`src/rtl/gmii_frame_gen.sv`:
```
// GMII Ethernet II test-frame generator: preamble, SFD, MAC header, length, patterned
// payload with zero pad, CRC-32 FCS and IFG, in single, burst or continuous mode.
//
//  state | meaning
//  IDLE  | waiting for start, tx_en low
//  PRE   | 7 preamble bytes 8'h55
//  SFD   | start-of-frame delimiter 8'hD5
//  DST   | destination MAC, MSB byte first
//  SRC   | source MAC, MSB byte first
//  LEN   | length field, big-endian
//  PAY   | patterned payload then zero pad
//  FCS   | inverted CRC, LSB byte first
//  IFG   | inter-frame gap, tx_en low
module gmii_frame_gen #(
  parameter logic [47:0] DEST_MAC    = 48'h023528fbdd66,
  parameter logic [47:0] SRC_MAC     = 48'h072227acdb65,
  parameter int          MAX_PAYLOAD = 1500,
  parameter int          MIN_PAYLOAD = 46,
  parameter int          IFG_BYTES   = 12,
  parameter int          CNT_W       = 16
) (
  input  logic             eth_tx_clk,
  input  logic             eth_rst,
  input  logic             start,
  input  logic             stop,
  input  logic [1:0]       mode,
  input  logic [CNT_W-1:0] burst_len,
  input  logic [10:0]      payload_len,
  input  logic             pattern_sel,
  input  logic [7:0]       seed,
  input  logic             crc_err_inj,
  output logic [7:0]       gmii_tx_d,
  output logic             gmii_tx_en,
  output logic             gmii_tx_er,
  output logic             busy,
  output logic             frame_done,
  output logic [CNT_W-1:0] frame_cnt
);

  typedef enum logic [3:0] {
    S_IDLE, S_PRE, S_SFD, S_DST, S_SRC, S_LEN, S_PAY, S_FCS, S_IFG
  } state_t;

  localparam logic [10:0] MAX_L   = 11'(MAX_PAYLOAD);
  localparam logic [10:0] MIN_L   = 11'(MIN_PAYLOAD);
  localparam logic [10:0] IFG_TC  = 11'(IFG_BYTES - 1);
  localparam logic [31:0] CRC_POLY = 32'hEDB88320;

  state_t           state_q, state_d;
  logic [10:0]      rem_q, rem_d;
  logic [10:0]      pay_idx_q, pay_idx_d;
  logic [CNT_W-1:0] burst_rem_q, burst_rem_d;
  logic [31:0]      crc_q, crc_d;
  logic             stop_q;
  logic [1:0]       mode_q;
  logic [10:0]      lc_q;
  logic             pat_q;
  logic [7:0]       seed_q;
  logic             inj_q;

  logic             last;
  logic             start_frame;
  logic             more_frames;
  logic [10:0]      lc_in;
  logic [10:0]      pay_total;
  logic [7:0]       byte_d;
  logic [31:0]      fcs;
  logic             en_d;

  function automatic logic [31:0] crc_byte(input logic [31:0] c, input logic [7:0] b);
    logic [31:0] r;
    r = c ^ {24'h0, b};
    for (int k = 0; k < 8; k++)
      r = r[0] ? ((r >> 1) ^ CRC_POLY) : (r >> 1);
    return r;
  endfunction

  function automatic logic [7:0] mac_byte(input logic [47:0] mac, input logic [2:0] idx);
    return 8'(mac >> {idx, 3'b000});
  endfunction

  assign last       = (rem_q == 11'd0);
  assign lc_in      = (payload_len > MAX_L) ? MAX_L : payload_len;
  assign pay_total  = (lc_q < MIN_L) ? MIN_L : lc_q;
  assign fcs        = ~crc_q;
  assign gmii_tx_er = 1'b0;

  // a stop arriving on the very last IFG cycle still ends the run
  assign more_frames = !(stop_q || stop) &&
                       ((mode_q == 2'd2) || ((mode_q == 2'd1) && (burst_rem_q > CNT_W'(1))));

  always_comb begin
    state_d     = state_q;
    rem_d       = rem_q;
    pay_idx_d   = pay_idx_q;
    burst_rem_d = burst_rem_q;
    start_frame = 1'b0;
    case (state_q)
      S_IDLE: if (start) begin
        state_d     = S_PRE;
        rem_d       = 11'd6;
        start_frame = 1'b1;
        burst_rem_d = (burst_len == '0) ? CNT_W'(1) : burst_len;
      end
      S_PRE: if (last) state_d = S_SFD;
             else rem_d = rem_q - 1'b1;
      S_SFD: begin
        state_d = S_DST;
        rem_d   = 11'd5;
      end
      S_DST: if (last) begin
        state_d = S_SRC;
        rem_d   = 11'd5;
      end else rem_d = rem_q - 1'b1;
      S_SRC: if (last) begin
        state_d = S_LEN;
        rem_d   = 11'd1;
      end else rem_d = rem_q - 1'b1;
      S_LEN: if (last) begin
        state_d   = S_PAY;
        rem_d     = pay_total - 1'b1;
        pay_idx_d = 11'd0;
      end else rem_d = rem_q - 1'b1;
      S_PAY: if (last) begin
        state_d = S_FCS;
        rem_d   = 11'd3;
      end else begin
        rem_d     = rem_q - 1'b1;
        pay_idx_d = pay_idx_q + 1'b1;
      end
      S_FCS: if (last) begin
        state_d = S_IFG;
        rem_d   = IFG_TC;
      end else rem_d = rem_q - 1'b1;
      S_IFG: if (last) begin
        if (more_frames) begin
          state_d     = S_PRE;
          rem_d       = 11'd6;
          start_frame = 1'b1;
          burst_rem_d = burst_rem_q - 1'b1;
        end else begin
          state_d = S_IDLE;
        end
      end else rem_d = rem_q - 1'b1;
      default: state_d = S_IDLE;
    endcase
  end

  // next wire byte is derived from the next state so that outputs can be registered
  always_comb begin
    byte_d = 8'h00;
    case (state_d)
      S_PRE: byte_d = 8'h55;
      S_SFD: byte_d = 8'hD5;
      S_DST: byte_d = mac_byte(DEST_MAC, rem_d[2:0]);
      S_SRC: byte_d = mac_byte(SRC_MAC, rem_d[2:0]);
      S_LEN: byte_d = rem_d[0] ? {5'b0, lc_q[10:8]} : lc_q[7:0];
      S_PAY: if (pay_idx_d < lc_q) byte_d = pat_q ? seed_q : seed_q + pay_idx_d[7:0];
      S_FCS: begin
        byte_d = 8'(fcs >> {~rem_d[1:0], 3'b000});
        if (inj_q && rem_d[1:0] == 2'd3) byte_d[0] = ~byte_d[0];
      end
      default: byte_d = 8'h00;
    endcase
    en_d = (state_d != S_IDLE) && (state_d != S_IFG);
    crc_d = crc_q;
    if (start_frame)
      crc_d = 32'hFFFFFFFF;
    else if (state_d inside {S_DST, S_SRC, S_LEN, S_PAY})
      crc_d = crc_byte(crc_q, byte_d);
  end

  always_ff @(posedge eth_tx_clk) begin
    if (eth_rst) begin
      state_q     <= S_IDLE;
      rem_q       <= '0;
      pay_idx_q   <= '0;
      burst_rem_q <= '0;
      crc_q       <= 32'hFFFFFFFF;
      stop_q      <= 1'b0;
      mode_q      <= '0;
      lc_q        <= '0;
      pat_q       <= 1'b0;
      seed_q      <= '0;
      inj_q       <= 1'b0;
      gmii_tx_d   <= '0;
      gmii_tx_en  <= 1'b0;
      busy        <= 1'b0;
      frame_done  <= 1'b0;
      frame_cnt   <= '0;
    end else begin
      state_q     <= state_d;
      rem_q       <= rem_d;
      pay_idx_q   <= pay_idx_d;
      burst_rem_q <= burst_rem_d;
      crc_q       <= crc_d;
      if (start_frame) begin
        mode_q <= mode;
        lc_q   <= lc_in;
        pat_q  <= pattern_sel;
        seed_q <= seed;
        inj_q  <= crc_err_inj;
      end
      // start together with stop in IDLE sends one frame, stop alone in IDLE is dropped
      if (state_q == S_IDLE)
        stop_q <= start & stop;
      else if (state_d == S_IDLE)
        stop_q <= 1'b0;
      else
        stop_q <= stop_q | stop;
      gmii_tx_d  <= byte_d;
      gmii_tx_en <= en_d;
      busy       <= (state_d != S_IDLE);
      frame_done <= (state_q == S_FCS) && (state_d == S_IFG);
      if ((state_q == S_FCS) && (state_d == S_IFG))
        frame_cnt <= frame_cnt + 1'b1;
    end
  end

endmodule
```
`config.mk`:
```
export PLATFORM = sky130hd
export DESIGN_NAME = gmii_frame_gen
export DESIGN_NICKNAME = d
export VERILOG_FILES = /design/src/rtl/gmii_frame_gen.sv
export SDC_FILE = /design/constraint.sdc
export NUM_CORES = 1
export LEC_CHECK = 0
export CORE_MARGIN = 4
export CORE_UTILIZATION = 27
export CTS_CLUSTER_DIAMETER = 150
export DETAILED_ROUTE_END_ITERATION = 10
export GPL_TIMING_DRIVEN = 0
export HOLD_SLACK_MARGIN = 0.15
export PLACE_DENSITY_LB_ADDON = 0.15
export RECOVER_POWER = 25
export SYNTH_ARGS = -nofsm -noshare
export SYNTH_HDL_FRONTEND = slang
export SYNTH_SLANG_ARGS = --single-unit
```
`constraint.sdc`:
```
create_clock -name eth_tx_clk -period 6 [get_ports eth_tx_clk]
set_clock_uncertainty 0.1 [all_clocks]
set_input_delay 0.9 -clock eth_tx_clk [delete_from_list [all_inputs] [get_ports eth_tx_clk]]
set_output_delay 0.9 -clock eth_tx_clk [all_outputs]
set_load 0.02 [all_outputs]
```
Word level (Yosys, flattened, before mapping)
Index checks and enable logic that the tools add are counted.
{"block": "totals", "latchBits": 0, "romBits": 0, "output_inout_bits": 28, "reg_bits": 125, "ramBits": 0, "mem_count": 0}
{"block": "op_classes", "n_lt_le_gt_ge": 4, "n_eq_ne": 25, "multipliers": 0, "addsub": 6, "n_reduce_logical": 19, "shift": 3, "mux": 49, "bitwise_logic": 14, "div": 0}
{"op": "32-bit two-way mux", "n": 8}
{"op": "11-bit two-way mux", "n": 13}
{"op": "13-bit NOT with 14-bit output", "n": 8}
{"op": "11-bit case mux with 9 select lines", "n": 1}
{"op": "16-bit two-way mux", "n": 4}
{"op": "8-bit case mux with 7 select lines", "n": 1}
{"op": "43-bit by 6-bit right shift with 8-bit output, first input constant", "n": 1}
{"op": "42-bit by 6-bit right shift with 8-bit output, first input constant", "n": 1}
{"op": "4-bit case mux with 9 select lines", "n": 1}
{"op": "4-bit by 3-bit equality test with 1-bit output, second input constant", "n": 8}
{"op": "4-bit two-way mux", "n": 8}
{"op": "32-bit NOT", "n": 1}
{"op": "16-bit case mux with 2 select lines", "n": 1}
{"op": "32-bit by 5-bit right shift with 8-bit output", "n": 1}
{"op": "32-bit by 8-bit bitwise XOR with 32-bit output", "n": 1}
{"op": "8-bit two-way mux", "n": 3}
{"op": "11-bit case mux with 2 select lines", "n": 1}
{"op": "11-bit by 1-bit subtractor with 11-bit output, second input constant", "n": 2}
{"op": "16-bit by 1-bit adder with 16-bit output, second input constant", "n": 1}
{"op": "4-bit by 2-bit equality test with 1-bit output, second input constant", "n": 4}
{"op": "16-bit by 1-bit > comparator with 1-bit output, second input constant", "n": 1}
{"op": "16-bit logical NOT", "n": 1}
{"op": "16-bit by 1-bit subtractor with 16-bit output, second input constant", "n": 1}
{"op": "11-bit by 1-bit adder with 11-bit output, second input constant", "n": 1}
{"op": "27 further kinds", "n": 47}

Depth between registers and ports, before layout
{"block": "logic_depth", "word_depth": 29, "depth_mapped": 24}

Worst setup path before layout
Ideal clock, no wire load.
{"block": "synth_timing", "path_type": "reg2reg", "from": "register rem_q[0]", "to": "register crc_q[25]", "arrival_ns": 5.294, "setup_time_ns": 0.117, "setup_slack_ns": 0.489, "required_ns": 5.783, "stages_incl_launch_ff": 24, "path_cell_list": "dfxtp_1 inv_1 ha_1 nor4b_1 nand4_1 clkbuf_1 nor3_1 clkbuf_1 nor2_1 o21ai_0 o31ai_1 ha_1 nor2b_1 o21a_1 o21a_1 o21ai_0 mux2i_1 a21o_1 nand4_2 xor2_4 xor3_2 xor2_2 xnor3_1 o22a_1"}
{"element": "start, declared", "line": "50", "rtl": "logic [10:0] rem_q, rem_d;"}
{"element": "start signal, assigned", "line": "193", "rtl": "rem_q <= rem_d;"}
{"element": "11-bit logical NOT (*)", "line": "82", "rtl": "assign last = (rem_q == 11'd0);"}
{"element": "11-bit two-way mux (on tied branches)", "line": "124, 119"}
{"element": "11-bit case mux with 2 select lines (*)", "line": "98", "rtl": "case (state_q)"}
{"element": "via pay_idx_d[2]", "line": "51", "rtl": "logic [10:0] pay_idx_q, pay_idx_d;"}
{"element": "8-bit adder or 11-bit less-than comparator (tied branches)", "line": "158", "rtl": "S_PAY: if (pay_idx_d < lc_q) byte_d = pat_q ? seed_q : seed_q + pay_idx_d[7:0];"}
{"element": "8-bit two-way mux", "line": "158"}
{"element": "8-bit two-way mux (*)", "line": "158"}
{"element": "8-bit case mux with 7 select lines (*)", "line": "152", "rtl": "case (state_d)"}
{"element": "32-bit by 8-bit bitwise XOR with 32-bit output (*)", "line": "72", "rtl": "r = c ^ {24'h0, b};"}
{"element": "32-bit two-way mux (*) (3 in a row)", "line": "74", "rtl": "r = r[0] ? ((r >> 1) ^ CRC_POLY) : (r >> 1);"}
{"element": "13-bit NOT with 14-bit output (no source line)"}
{"element": "32-bit two-way mux (*) (2 in a row)", "line": "74"}
{"element": "13-bit NOT with 14-bit output (no source line)"}
{"element": "32-bit two-way mux (*)", "line": "74"}
{"element": "13-bit NOT with 14-bit output (no source line)"}
{"element": "32-bit two-way mux (*) (2 in a row)", "line": "74"}
{"element": "end signal, assigned", "line": "196", "rtl": "crc_q <= crc_d;"}
{"element": "end, declared", "line": "53", "rtl": "logic [31:0] crc_q, crc_d;"}
The timed path passes the listed nets; every way through them passes the cells marked *. The select of a mux whose other input is x is not followed.
A chain may end at the register's enable or synchronous reset.

Final worst setup path
{"block": "layout_timing", "from": "register rem_q[0]", "to": "register crc_q[25]"}
{"element": "11-bit by 1-bit subtractor with 11-bit output, or another cell as far along"}
{"element": "11-bit two-way mux, or another cell as far along", "line": "135", "rtl": "S_IFG: if (last) begin"}
{"element": "11-bit case mux with 9 select lines (*)", "line": "98"}
{"element": "via rem_d[0]", "line": "50"}
{"element": "parallel branches: the longest is 2 deep, another holds 43-bit by 6-bit right shift with 8-bit output"}
{"element": "8-bit case mux with 7 select lines (*)", "line": "152"}
{"element": "32-bit by 8-bit bitwise XOR with 32-bit output (*)", "line": "72"}
{"element": "32-bit two-way mux (*) (2 in a row)", "line": "74"}
{"element": "13-bit NOT with 14-bit output (no source line)"}
{"element": "32-bit two-way mux (*)", "line": "74"}
{"element": "13-bit NOT with 14-bit output (no source line)"}
{"element": "32-bit two-way mux (*) (2 in a row)", "line": "74"}
{"element": "13-bit NOT with 14-bit output (no source line)"}
{"element": "32-bit two-way mux (*)", "line": "74"}
{"element": "13-bit NOT with 14-bit output (no source line)"}
{"element": "32-bit two-way mux (*) (2 in a row)", "line": "74"}
Mark *: on every way through the listed nets, which the timed path passes. The select of a mux whose other input is x is not followed.

==> metrics <==
share of post-route cells with drive strength above 1=0.102; #FFs+latches synth=125; total power draw=8.27 mW; Hold Crit Class=register to register; GR Util All Layers=0.172; Worst Path Arrival=5.91 ns; largest net degree at the start of global routing=17; WL/cell=19.3 um; clk sinks=125; FP Rows=65; CTS buffer count=17; die area=0.0348 mm^2; Yosys warning count=0; ANT nets after route=0; Post-CTS Hold Fix Bufs=0; Pre-Repair DR Iteration Count=5; Worst EP required=6.22 ns; Leak=4.21 nW; Residual DRC=0; Pins Over Slew Limit=0; TNS Setup=0 ns; endpoint kind of the worst setup timing path=register; fillers=3274; final hold vios=0; initial antenna violation count=0; Cell variety after synth=90; crit start category=register; Max-Cap Viols=0; Post-synth EDFFs=0; final net count=1239; Syn Inst Count=1056; crit share post-route=0.949; final RePlAce weighted congestion=0.874; area delta synth->final=24.7%; total wire length=30500 um; synthesized area per cell=8.16 um^2; I/O Buffers=69; IO Pins=71; sequential fraction of the synthesis area=0.291; post-route cell area=0.0107 mm^2; CP max FO=11; Cell Area, Synth=0.00861 mm^2; ant diodes=0; Worst-Skew Late Latency=0.43 ns; DRT iter0 DRCs=664; syn_nets=1129; CTS tree=done; die width=187 um; root buf cell=clkbuf_16; hold_ws=0.373 ns; Crit Path Class=register to register; maximum root-to-sink buffer count=2; DP Area=0.00981 mm^2; worst-margin pin slew=1.07 ns; CTS clock-pin slew for the worst setup and hold paths=0.06 ns; Post-DP HPWL=23500 um; Overflow after GRT=0; endpoints failing setup=0; via count=8192; area of the core=0.0315 mm^2; H-tree depth=4; post-DR vias/cell=5.18; Initial Utilization=0.274; Cell Pwr Density=769 mW/mm^2; RSZ-0062 raised after global routing=false; global-route wire length before repair=47300 um; maximum VDD drop=0.476 mV; Synth async-reset ratio=0; vias in the first global route=7969; Max Freq=176 MHz; Min Clock Period, post-route=5.69 ns; top_reg_cell synth=dfxtp_1; Die H=187 um; Slew headroom=0.282; status=completed
[cells in the mapped netlist (19+ instances only)]
cell / count / area share
dfxtp_1: 125 / 0.29
nor2_1: 112 / 0.049
nand2_1: 107 / 0.047
a21oi_1: 92 / 0.053
o21ai_0: 78 / 0.045
clkbuf_1: 45 / 0.020
nor3_1: 39 / 0.023
inv_1: 32 / 0.014
ha_1: 29 / 0.042
xnor2_1: 28 / 0.028
xor2_1: 27 / 0.027
nand3_1: 22 / 0.013
nand4_1: 19 / 0.014
[area by class of cell]
class                   instances  area (um^2)  area share
clock inverters                11          155      0.0144
clock buffers                  20          467      0.0434
flip-flops and latches        125         2500       0.233
inverters                      34          130      0.0121
multi-input cells             841         5870       0.547
repair buffers                 91          868      0.0808
plain buffers                  56          244      0.0227
well taps                     402          503      0.0468
[flip-flops by register name, summed over array words and instances (netlist names)]
signal       count
gmii_tx_en       1
pat_q            1
crc_q           32
rem_q           11
lc_q            11
state_q          4
inj_q            1
gmii_tx_d        8
stop_q           1
busy             1
pay_idx_q       11
mode_q           2
seed_q           8
frame_cnt       16
burst_rem_q     16
frame_done       1
[cell usage in the layout (no fill, tap or decap), types with 10 or more instances in the layout]
master	n
clkdlybuf4s50_1	41
o21a_1	10
xnor3_1	17
a21oi_1	92
nand4_1	19
nor4_1	14
nand2_1	106
or3_1	10
and3_1	10
clkbuf_1	42
a22oi_1	10
nor2_1	112
dfxtp_1	125
o21ai_0	77
mux2i_1	18
clkbuf_16	17
dlygate4sd3_1	28
xnor2_1	27
nand3_1	22
o31ai_1	10
buf_4	23
nor2b_1	17
ha_1	28
nor3_1	38
xor2_1	25
a211oi_1	14
inv_1	31
[cells by family (layout without fill, tap and decap cells)]
group / count (synthesis) / after routing / synth area share
flops: 125 / 125 / 0.291
buf+inv: 90 / 212 / 0.0424
mux: 23 / 23 / 0.0275
fa+ha+maj: 30 / 30 / 0.0445
other cells: 1 / 1 / 0.000435
simple gates: 407 / 407 / 0.243
compound gates: 295 / 295 / 0.216
xor+xnor: 85 / 85 / 0.136
[routing by layer]
metal	up-vias	wire length, um	GRT usage
met2	218	13900	0.275
met1	3906	14700	0.239
met3	28	1450	0.0269
met5	-	0	0
met4	0	549	0.0560
li1	4040	-	-
[where the power goes]
| part | switching (mW) | leakage, nW | total (mW) | internal, mW |
|---|---|---|---|---|
| clock | 0.424 | 0.304 | 1.11 | 0.691 |
| combinational | 3.06 | 2.88 | 5.87 | 2.81 |
| sequential | 0.238 | 1.02 | 1.28 | 1.04 |
[worst max-delay path, cell delays in order (launching register included)]
cell and delay [ns]:
dfxtp_1 0.42, inv_2 0.16, ha_4 0.19, or4b_1 0.42
buf_2 0.19, nor4_2 0.68, nand4_2 0.48, nand2_4 0.29
inv_4 0.06, buf_8 0.15, ha_1 0.19, inv_1 0.06
o21ai_0 0.10, a311oi_1 0.41, nand4_2 0.27, xor2_4 0.27
xor3_2 0.37, xor2_4 0.20, xnor3_1 0.34, o22a_1 0.21
[final timing paths]
path,from,to,slack [ns],cells after the start
max,rem_q[0],crc_q[25],0.31,19
min,mode_q[1],mode_q[1],0.37,2
max reg2reg,rem_q[0],crc_q[25],0.31,19
min reg2reg,mode_q[1],mode_q[1],0.37,2
[through the flow]
| stage | utilization | cells | worst slack (ns) |
|---|---|---|---|
| CTS | 0.338 | 1572 | 0.0126 |
| global placement | 0.312 | 1527 | -1.17 |
| finish | 0.341 | 1580 | 0.307 |
| global route | 0.341 | 1580 | 0.0163 |
| floorplan | - | 1056 | 0.489 |
| detailed placement | 0.312 | 1527 | -1.10 |
[what timing repair did]
item                                   in CTS  in global routing
setup endpoints to repair                  32                 22
resized for setup                          16                 12
setup buffers                              14                  8
pin swaps                                   8                  5
endpoints found under the hold margin       0                  0
Power figures use the tool's default switching activity.
